===== config.mk =====
export PLATFORM = sky130hd
export DESIGN_NAME = xnor_frame_comparator
export DESIGN_NICKNAME = d
export VERILOG_FILES = /design/src/rtl/xnor_frame_comparator.sv
export SDC_FILE = /design/constraint.sdc
export NUM_CORES = 1
export LEC_CHECK = 0
export BUFFER_PORTS_ARGS = -buffer_cell sky130_fd_sc_hd__buf_2
export CAP_MARGIN = 30
export CORE_ASPECT_RATIO = 1.4
export CORE_MARGIN = 1.5
export CORE_UTILIZATION = 47
export DETAILED_ROUTE_END_ITERATION = 8
export GPL_TIMING_DRIVEN = 0
export PLACE_DENSITY = 0.73
export SETUP_SLACK_MARGIN = 0.02
export SLEW_MARGIN = 15
export SYNTH_ARGS = -nofsm -noshare
export SYNTH_HDL_FRONTEND = slang
export SYNTH_SLANG_ARGS = --single-unit
export TNS_END_PERCENT = 20

===== constraint.sdc =====
create_clock -name clk -period 7.1 [get_ports clk]
set_clock_uncertainty 0.15 [all_clocks]
set_input_delay 1.42 -clock clk [delete_from_list [all_inputs] [get_ports clk]]
set_output_delay 1.42 -clock clk [all_outputs]
set_load 0.02 [all_outputs]

===== src/rtl/xnor_frame_comparator.sv =====
// rtl/xnor_frame_comparator.sv - framed bitwise XNOR comparator with match counting
//
// Compares two WIDTH-bit words bit by bit (XNOR: 1 where bits are equal) and
// accumulates the number of equal bits over a frame of FRAME_LEN accepted
// words. At the end of the frame it pulses done for one cycle and reports
// whether every compared bit matched.
//
// Optional build macro: XNOR_FRAME_MASK_EN
//   When defined, a mask input selects which bits are counted. The frame is
//   "all equal" when every masked-in bit matched.
//
// Ports:
//   clk         in   rising-edge clock
//   reset       in   synchronous active-high reset
//   start       in   begin a frame (sampled in IDLE only)
//   in_valid    in   a/b pair valid (sampled in RUN only)
//   a, b        in   WIDTH-bit operand words
//   mask        in   WIDTH-bit count mask (XNOR_FRAME_MASK_EN builds only)
//   s           out  registered XNOR of the last accepted pair
//   match_count out  running / final count of equal bits in the frame
//   all_equal   out  final count reached the frame target
//   busy        out  high while accepting words
//   done        out  one-cycle pulse at the end of a frame

module xnor_frame_comparator #(
  parameter  int WIDTH     = 4,
  parameter  int FRAME_LEN = 4,
  localparam int CW        = $clog2(WIDTH*FRAME_LEN+1)
) (
  input  logic             clk,
  input  logic             reset,
  input  logic             start,
  input  logic             in_valid,
  input  logic [WIDTH-1:0] a,
  input  logic [WIDTH-1:0] b,
`ifdef XNOR_FRAME_MASK_EN
  input  logic [WIDTH-1:0] mask,
`endif
  output logic [WIDTH-1:0] s,
  output logic [CW-1:0]    match_count,
  output logic             all_equal,
  output logic             busy,
  output logic             done
);

  // Word counter sized so FRAME_LEN=1 still gets a 1-bit counter.
  localparam int              WCW       = $clog2(FRAME_LEN+1);
  localparam logic [WCW-1:0]  LAST_WORD = WCW'(FRAME_LEN-1);
  localparam logic [CW-1:0]   MAX_COUNT = CW'(WIDTH*FRAME_LEN);

  typedef enum logic [1:0] {
    IDLE = 2'd0,
    RUN  = 2'd1,
    DONE = 2'd2
  } state_t;

  state_t           state_q, state_d;
  logic [WIDTH-1:0] s_q, s_d;
  logic [CW-1:0]    match_q, match_d;
  logic             all_equal_q, all_equal_d;
  logic             busy_q, busy_d;
  logic             done_q, done_d;
  logic [WCW-1:0]   word_q, word_d;

  logic [WIDTH-1:0] xnor_w;
  logic [WIDTH-1:0] counted_w;
  logic [CW-1:0]    target_w;

  function automatic logic [CW-1:0] popcount(input logic [WIDTH-1:0] v);
    logic [CW-1:0] c;
    c = '0;
    for (int i = 0; i < WIDTH; i++) begin
      c = c + CW'(v[i]);
    end
    return c;
  endfunction

  assign xnor_w = ~(a ^ b);

`ifdef XNOR_FRAME_MASK_EN
  logic [CW-1:0] mask_cnt_q, mask_cnt_d;

  assign counted_w = xnor_w & mask;
  // The frame target is however many bits the mask let through this frame.
  assign target_w  = mask_cnt_d;
`else
  assign counted_w = xnor_w;
  assign target_w  = MAX_COUNT;
`endif

  always_comb begin
    state_d     = state_q;
    s_d         = s_q;
    match_d     = match_q;
    all_equal_d = all_equal_q;
    busy_d      = busy_q;
    done_d      = 1'b0;
    word_d      = word_q;
`ifdef XNOR_FRAME_MASK_EN
    mask_cnt_d  = mask_cnt_q;
`endif

    case (state_q)
      IDLE: begin
        if (start) begin
          state_d     = RUN;
          busy_d      = 1'b1;
          s_d         = '0;
          match_d     = '0;
          all_equal_d = 1'b0;
          word_d      = '0;
`ifdef XNOR_FRAME_MASK_EN
          mask_cnt_d  = '0;
`endif
        end
      end

      RUN: begin
        if (in_valid) begin
          s_d     = xnor_w;
          match_d = match_q + popcount(counted_w);
`ifdef XNOR_FRAME_MASK_EN
          mask_cnt_d = mask_cnt_q + popcount(mask);
`endif
          if (word_q == LAST_WORD) begin
            // Final word: flag is computed from the final count so it is
            // valid in the same cycle as done.
            state_d     = DONE;
            busy_d      = 1'b0;
            done_d      = 1'b1;
            all_equal_d = (match_d == target_w);
            word_d      = '0;
          end else begin
            word_d = word_q + 1'b1;
          end
        end
      end

      DONE: begin
        state_d = IDLE;
      end

      default: begin
        state_d = IDLE;
        busy_d  = 1'b0;
      end
    endcase
  end

  always_ff @(posedge clk) begin
    if (reset) begin
      state_q     <= IDLE;
      s_q         <= '0;
      match_q     <= '0;
      all_equal_q <= 1'b0;
      busy_q      <= 1'b0;
      done_q      <= 1'b0;
      word_q      <= '0;
`ifdef XNOR_FRAME_MASK_EN
      mask_cnt_q  <= '0;
`endif
    end else begin
      state_q     <= state_d;
      s_q         <= s_d;
      match_q     <= match_d;
      all_equal_q <= all_equal_d;
      busy_q      <= busy_d;
      done_q      <= done_d;
      word_q      <= word_d;
`ifdef XNOR_FRAME_MASK_EN
      mask_cnt_q  <= mask_cnt_d;
`endif
    end
  end

  assign s           = s_q;
  assign match_count = match_q;
  assign all_equal   = all_equal_q;
  assign busy        = busy_q;
  assign done        = done_q;

endmodule


==> results of run 1 <==
## flip-flops by register name (all words and copies together) (netlist names)
| name | flops |
|---|---|
| match_count | 5 |
| state_q | 2 |
| all_equal | 1 |
| word_q | 3 |
| busy | 1 |
| s | 4 |
| done | 1 |
## synth_stat cells
| cell type | number |
|---|---|
| a21boi_0 | 1 |
| a21o_1 | 1 |
| a21oi_1 | 11 |
| a22oi_1 | 3 |
| a31o_2 | 1 |
| a31oi_1 | 1 |
| and2_1 | 2 |
| and2b_1 | 1 |
| buf_6 | 2 |
| clkbuf_1 | 2 |
| dfxtp_1 | 17 |
| fa_1 | 3 |
| ha_1 | 2 |
| inv_1 | 8 |
| nand2_1 | 5 |
| nand2b_4 | 1 |
| nand3b_1 | 3 |
| nand4b_1 | 3 |
| nor2_1 | 11 |
| nor2b_1 | 1 |
| nor2b_2 | 1 |
| nor3_1 | 2 |
| nor3b_1 | 1 |
| nor4_1 | 3 |
| o211a_1 | 1 |
| o21a_1 | 1 |
| o21ai_0 | 2 |
| o31ai_1 | 1 |
| or3_1 | 1 |
| xnor2_1 | 3 |
| xor2_1 | 3 |
## worst max-delay path, delay by kind of cell
kind,cells,cell delay [ns]
AOI/OAI and AO/OA,1,0.20
and+or+nand+nor,2,0.30
xor gates and xnor gates,2,0.34
buffers and inverters,3,0.24
adders and majority gates,3,1.19
## cell type report
type                    instances  area [µm²]  area share
plain buffers                   4        30.0      0.0288
clock buffers                   3        22.5      0.0216
clock inverters                 1        5.00     0.00480
inverters                       8        30.0      0.0288
multi-input cells              69         480       0.460
flip-flops and latches         17         340       0.326
well taps                      20        25.0      0.0240
repair buffers                 22         110       0.106
## power groups by stage
stage | combinational, mW | clock, mW | sequential [mW]
after floorplan | 0.0309 | 0 | 0.106
after global placement | 0.0458 | 0 | 0.103
after detailed placement | 0.0468 | 0 | 0.103
after CTS | 0.0469 | 0.0534 | 0.101
after global routing | 0.0533 | 0.0562 | 0.101
final | 0.0464 | 0.0516 | 0.101
## metal layers
layer / share of wire / wire, µm / track usage / vias to the layer above
met1: 0.45 / 788 / 0.240 / 347
li1: - / - / - / 390
met2: 0.50 / 867 / 0.331 / 16
met5: 0 / 0 / 0 / -
met3: 0.037 / 65 / 0.0244 / 2
met4: 0.0098 / 17 / 0.0862 / 0
## cells by family (layout without fill, tap and decap cells)
logic type,count (synthesis),in the layout,synth area share
xor gates and xnor gates,6,6,0.0597
buffers and inverters,12,38,0.0682
AOI/OAI and AO/OA,23,23,0.162
adders and majority gates,5,5,0.0966
and+or+nand+nor,35,35,0.227
DFF,17,17,0.386
## through the flow
| stage | std cells | area, µm² | utilization |
|---|---|---|---|
| after floorplan | 98 | 881 | - |
| after global placement | 140 | 1020 | 0.578 |
| after detailed placement | 140 | 1020 | 0.578 |
| after CTS | 144 | 1040 | 0.594 |
| after global routing | 144 | 1040 | 0.594 |
| final | 144 | 1040 | 0.594 |
## path summary, 6_finish.rpt
check             depth (start not counted)  slack [ns]   endpoint
hold reg to reg                           2        0.30       s[3]
hold / removal                            2        0.30       s[3]
setup reg to reg                         10        4.44  all_equal
setup / recovery                         11        3.50  all_equal
==> metrics.csv, run 1 <==
metric,value,unit
status,completed,
Worst path slowest cell,fa_1,
maximum vdd drop,0.115,mV
Clock Tree Buf Depth,2,
initial antenna violation count,0,
GRT Util Overall,0.195,
"worst slack, placed",3.18,ns
CP arrival,3.68,ns
actual slew at the worst max-slew pin,0.440,ns
Worst Hold Class,flop to flop,
GRT overflow,0,
r2r startpoint,match_count[0],
"commonest cells after routing, fill and taps aside","buf_2 (22), dfxtp_1 (17), a21oi_1 (11), nor2_1 (11), inv_1 (8)",
CP Launch Type,input port,
cells along the critical path,buf_2 -> xor2_1 -> fa_1 -> inv_1 -> fa_1 -> inv_1 -> fa_1 -> xor2_1 -> nand4b_1 -> nor4_1 -> a31o_2,
vias per cell,5.24,
final net count,142,
# fillers,180,
starting DRC count in detailed routing,9,
Die Y,54.2,µm
vias,755,
sequential area share after synthesis,0.386,
final setup vio count,0,
Worst EP required,7.18,ns
core region area,0.00176,mm²
root buf cell,clkbuf_4,
Final Cycle Share,0.507,
Slew Limit Fails,0,
Die W,39.6,µm
unrepaired setup endpoints after global routing,false,
Synth cell types,31,
setup slack after layout,3.50,ns
Yosys reg bits,17,
routed wire length,1740,µm
largest net degree at the start of global routing,11,
area of the die,0.00215,mm²
syn_nets,115,
Worst setup EP type,flop,
layout cells sized above 1,0.250,
share of the synthesized area in the top cell type,0.386,
max incr delay on CP,0.51,ns
yosys warns,0,
Total Neg Setup Slack,0,ns
CP most frequent cell,fa_1,
Max Clk Rate,278,MHz
DR WL/cell,12.1,µm
Critical Path Fanout Max,4,
clock-pin slew on the worst setup and hold paths,0.11,ns
initial core utilization,0.501,
Final Power,0.199,mW
clock power share,0.260,
internal power,0.140,mW
worst hold slack,0.301,ns
first-pass GRT wire length,2880,µm
Post-Syn Area,881,µm²
Rows,18,
fin crit period,3.60,ns
Critical Path Start,b[0],
RePlAce Congestion,0.784,
Antenna Nets Post-Route,0,
Worst Setup Path Type,input port to flop,
H-tree Lvls,1,
cts hold-fix bufs,0,
IO Count,24,
Layout area overhead,18.5,%
Gate power share,0.234,
clk sinks,17,
Min-Delay Startpoint,s[3],
syn_area_per_cell,8.99,µm²
P per Cell Area,190,mW/mm²
post-synth top area cell,dfxtp_1,
CTS tree,yes,
switching part of the total,0.297,
ant diodes,0,
vias in the first global route,693,
Fin. Hold Viols,0,
1st-pass router iterations,3,
Rel. slew slack,0.707,
IO Port Bufs,22,
Post-DP HPWL,1360,µm
Seq pwr share,0.507,
switching power,0.0590,mW
post-CTS resize count,0,
drt drc,0,
Synth area leaders,"dfxtp_1 (39%), fa_1 (6.8%), a21oi_1 (6.3%), nor2_1 (4.7%), inv_1 (3.4%)",
Cells after Synth,98,
Leakage,0.473,nW
post-CTS setup repair buffer count,0,
Num CTS Buffers,3,
"commonest non-fill, non-tap cell in the layout",buf_2,
clock latency on the worst-skew pair,0.29,ns
Max-Cap Viols,0,
No activity file was read; power rests on OpenSTA's default activity.
==> inputs of run 2 (changes only) <==
- ABC_AREA: not set -> 1
- CORE_UTILIZATION: 47 -> 45
- clock period: 7.1 -> 3.25 ns (I/O delays scaled with it)
==> run 2 against run 1 <==
  * Non-clock buffer count fell by 2
  * Area after synthesis rose by 1.6%
  * Sequential share of layout area fell by 0.58 points
  * Clock-buffer cell count did not move
  * Combinational power rose to 2.7 times the previous value
  * Worst hold slack improved by 0.015 ns
  * Routed wire length fell by 0.35%
  * Via count rose by 11%
  * Die area rose by 5.7%
  * Critical path type unchanged
  * Largest cell class unchanged
==> metrics.csv, run 2 <==
metric,value,unit
setup slack on the worst flop-to-flop path,0.74,ns
Max-Cap Viols,0,
yosys warns,0,
final net count,167,
Critical Path Fanout Max,2,
final setup vio count,0,
GRT Util Overall,0.186,
ant diodes,0,
IO Count,24,
Synth top cells by count,"nand2_1 (30), inv_1 (22), dfxtp_1 (17), a21oi_1 (11)",
status,completed,
Post-DP HPWL,1370,µm
clk sinks,17,
vias,839,
Antenna Nets Post-Route,0,
Final Power,0.469,mW
Slew Limit Fails,0,
IO Port Bufs,23,
initial core utilization,0.490,
post-CTS setup repair buffer count,0,
Fin. Hold Viols,0,
Num CTS Buffers,3,
Total Neg Setup Slack,0,ns
"commonest cells after routing, fill and taps aside","nand2_1 (30), buf_2 (23), inv_1 (22), dfxtp_1 (17), a21oi_1 (11)",
initial antenna violation count,0,
core region area,0.00182,mm²
GRT overflow,0,
Post-synth EDFFs,0,
syn_area_per_cell,7.33,µm²
Rel. slew slack,0.686,
Die W,40.7,µm
syn_nets,139,
GR Layer Usage met3,0.0240,
Max Clk Rate,362,MHz
Worst setup EP type,flop,
vias in the first global route,755,
drt drc,0,
Final Cycle Share,0.849,
"commonest non-fill, non-tap cell in the layout",nand2_1,
asr flop ratio synth,0,
CTS tree,yes,
"Primary FF master, synth",dfxtp_1,
maximum vdd drop,0.264,mV
busiest grt layer,met2,
starting DRC count in detailed routing,4,
Worst Hold Class,flop to flop,
post-synth top area cell,dfxtp_1,
DR WL/cell,10.3,µm
CP arrival,2.79,ns
sequential area share after synthesis,0.380,
Yosys reg bits,17,
Synth cell types,21,
P per Cell Area,442,mW/mm²
Worst EP required,3.28,ns
1st-pass router iterations,4,
root buf cell,clkbuf_4,
met1 usage,0.227,
Synth area leaders,"dfxtp_1 (38%), nand2_1 (13%), inv_1 (9.2%), fa_1 (6.7%), a21oi_1 (6.2%)",
vias per cell,4.96,
# fillers,180,
RePlAce Congestion,0.770,
Rows,18,
cts hold-fix bufs,0,
Cells after Synth,122,
CP Launch Type,input port,
Layout area overhead,18.7,%
area of the die,0.00227,mm²
actual slew at the worst max-slew pin,0.471,ns
post-CTS resize count,0,
share of the synthesized area in the top cell type,0.380,
clock-pin slew on the worst setup and hold paths,0.10,ns
Worst Setup Path Type,input port to flop,
Post-Syn Area,895,µm²
Clock Tree Buf Depth,2,
most common cell in the synthesized netlist,nand2_1,
layout cells sized above 1,0.228,
unrepaired setup endpoints after global routing,false,
routed wire length,1730,µm
Largest register FFs,5,
worst hold slack,0.315,ns
grt met2 use,0.295,
Leakage,0.536,nW
first-pass GRT wire length,3010,µm
Die Y,55.8,µm
largest net degree at the start of global routing,11,
H-tree Lvls,1,
clock latency on the worst-skew pair,0.30,ns
fin crit period,2.76,ns
## run 2: cell count changes after synthesis, sizes merged, moves of 3 or more
cell	delta
nand3b	-3
nand3	+9
nand2	+27
xor2	-3
nand4b	-3
a22oi	-3
inv	+16
nor4	-3
## run 2: worst paths after layout
path                  start        end  cells after the start
max reg2reg  match_count[0]  all_equal                     10
min                    s[2]       s[2]                      2
max                    b[0]  all_equal                     12
min reg2reg            s[2]       s[2]                      2
## run 2: worst max-delay path: stages
cell,delay (ns)
buf_2,0.10
xnor2_1,0.18
inv_1,0.08
fa_1,0.50
inv_1,0.05
fa_1,0.44
inv_1,0.08
fa_1,0.42
nand4_1,0.12
nor2_1,0.06
nand2_1,0.06
a21oi_1,0.05
## run 2: metrics by stage
stage          worst slack [ns]  cell area, µm²  std cells   util
2_1_floorplan             0.389             895        122      -
3_3_place_gp              0.182            1030        165  0.567
3_5_place_dp              0.148            1030        165  0.567
4_1_cts                   0.467            1060        169  0.582
5_1_grt                   0.347            1060        169  0.582
6_report                  0.491            1060        169  0.582
## run 2: cell families after synthesis
group,synth area share
and+or+nand+nor,0.273
buffers and inverters,0.108
AOI/OAI and AO/OA,0.105
DFF,0.380
adders and majority gates,0.0951
xor gates and xnor gates,0.0392
## run 2: power breakdown
part | switching [mW] | internal [mW]
sequential | 0.00737 | 0.218
clock | 0.0702 | 0.0459
combinational | 0.0788 | 0.0486
## run 2: layout make-up
type,count,area [µm²],share of cell area
multi-input combinational,80,458,0.431
sequential,17,340,0.320
timing repair buffer,23,115,0.108
clock buffer,3,22.5,0.0212
clock inverter,1,5.00,0.00471
tap,20,25.0,0.0236
buffer,1,3.75,0.00353
inverter,24,92.6,0.0872
## run 2: metal layers
| metal | wire [µm] | vias up |
|---|---|---|
| met2 | 866 | 27 |
| met3 | 86 | 5 |
| li1 | - | 432 |
| met5 | 0 | - |
| met4 | 38 | 0 |
| met1 | 742 | 375 |
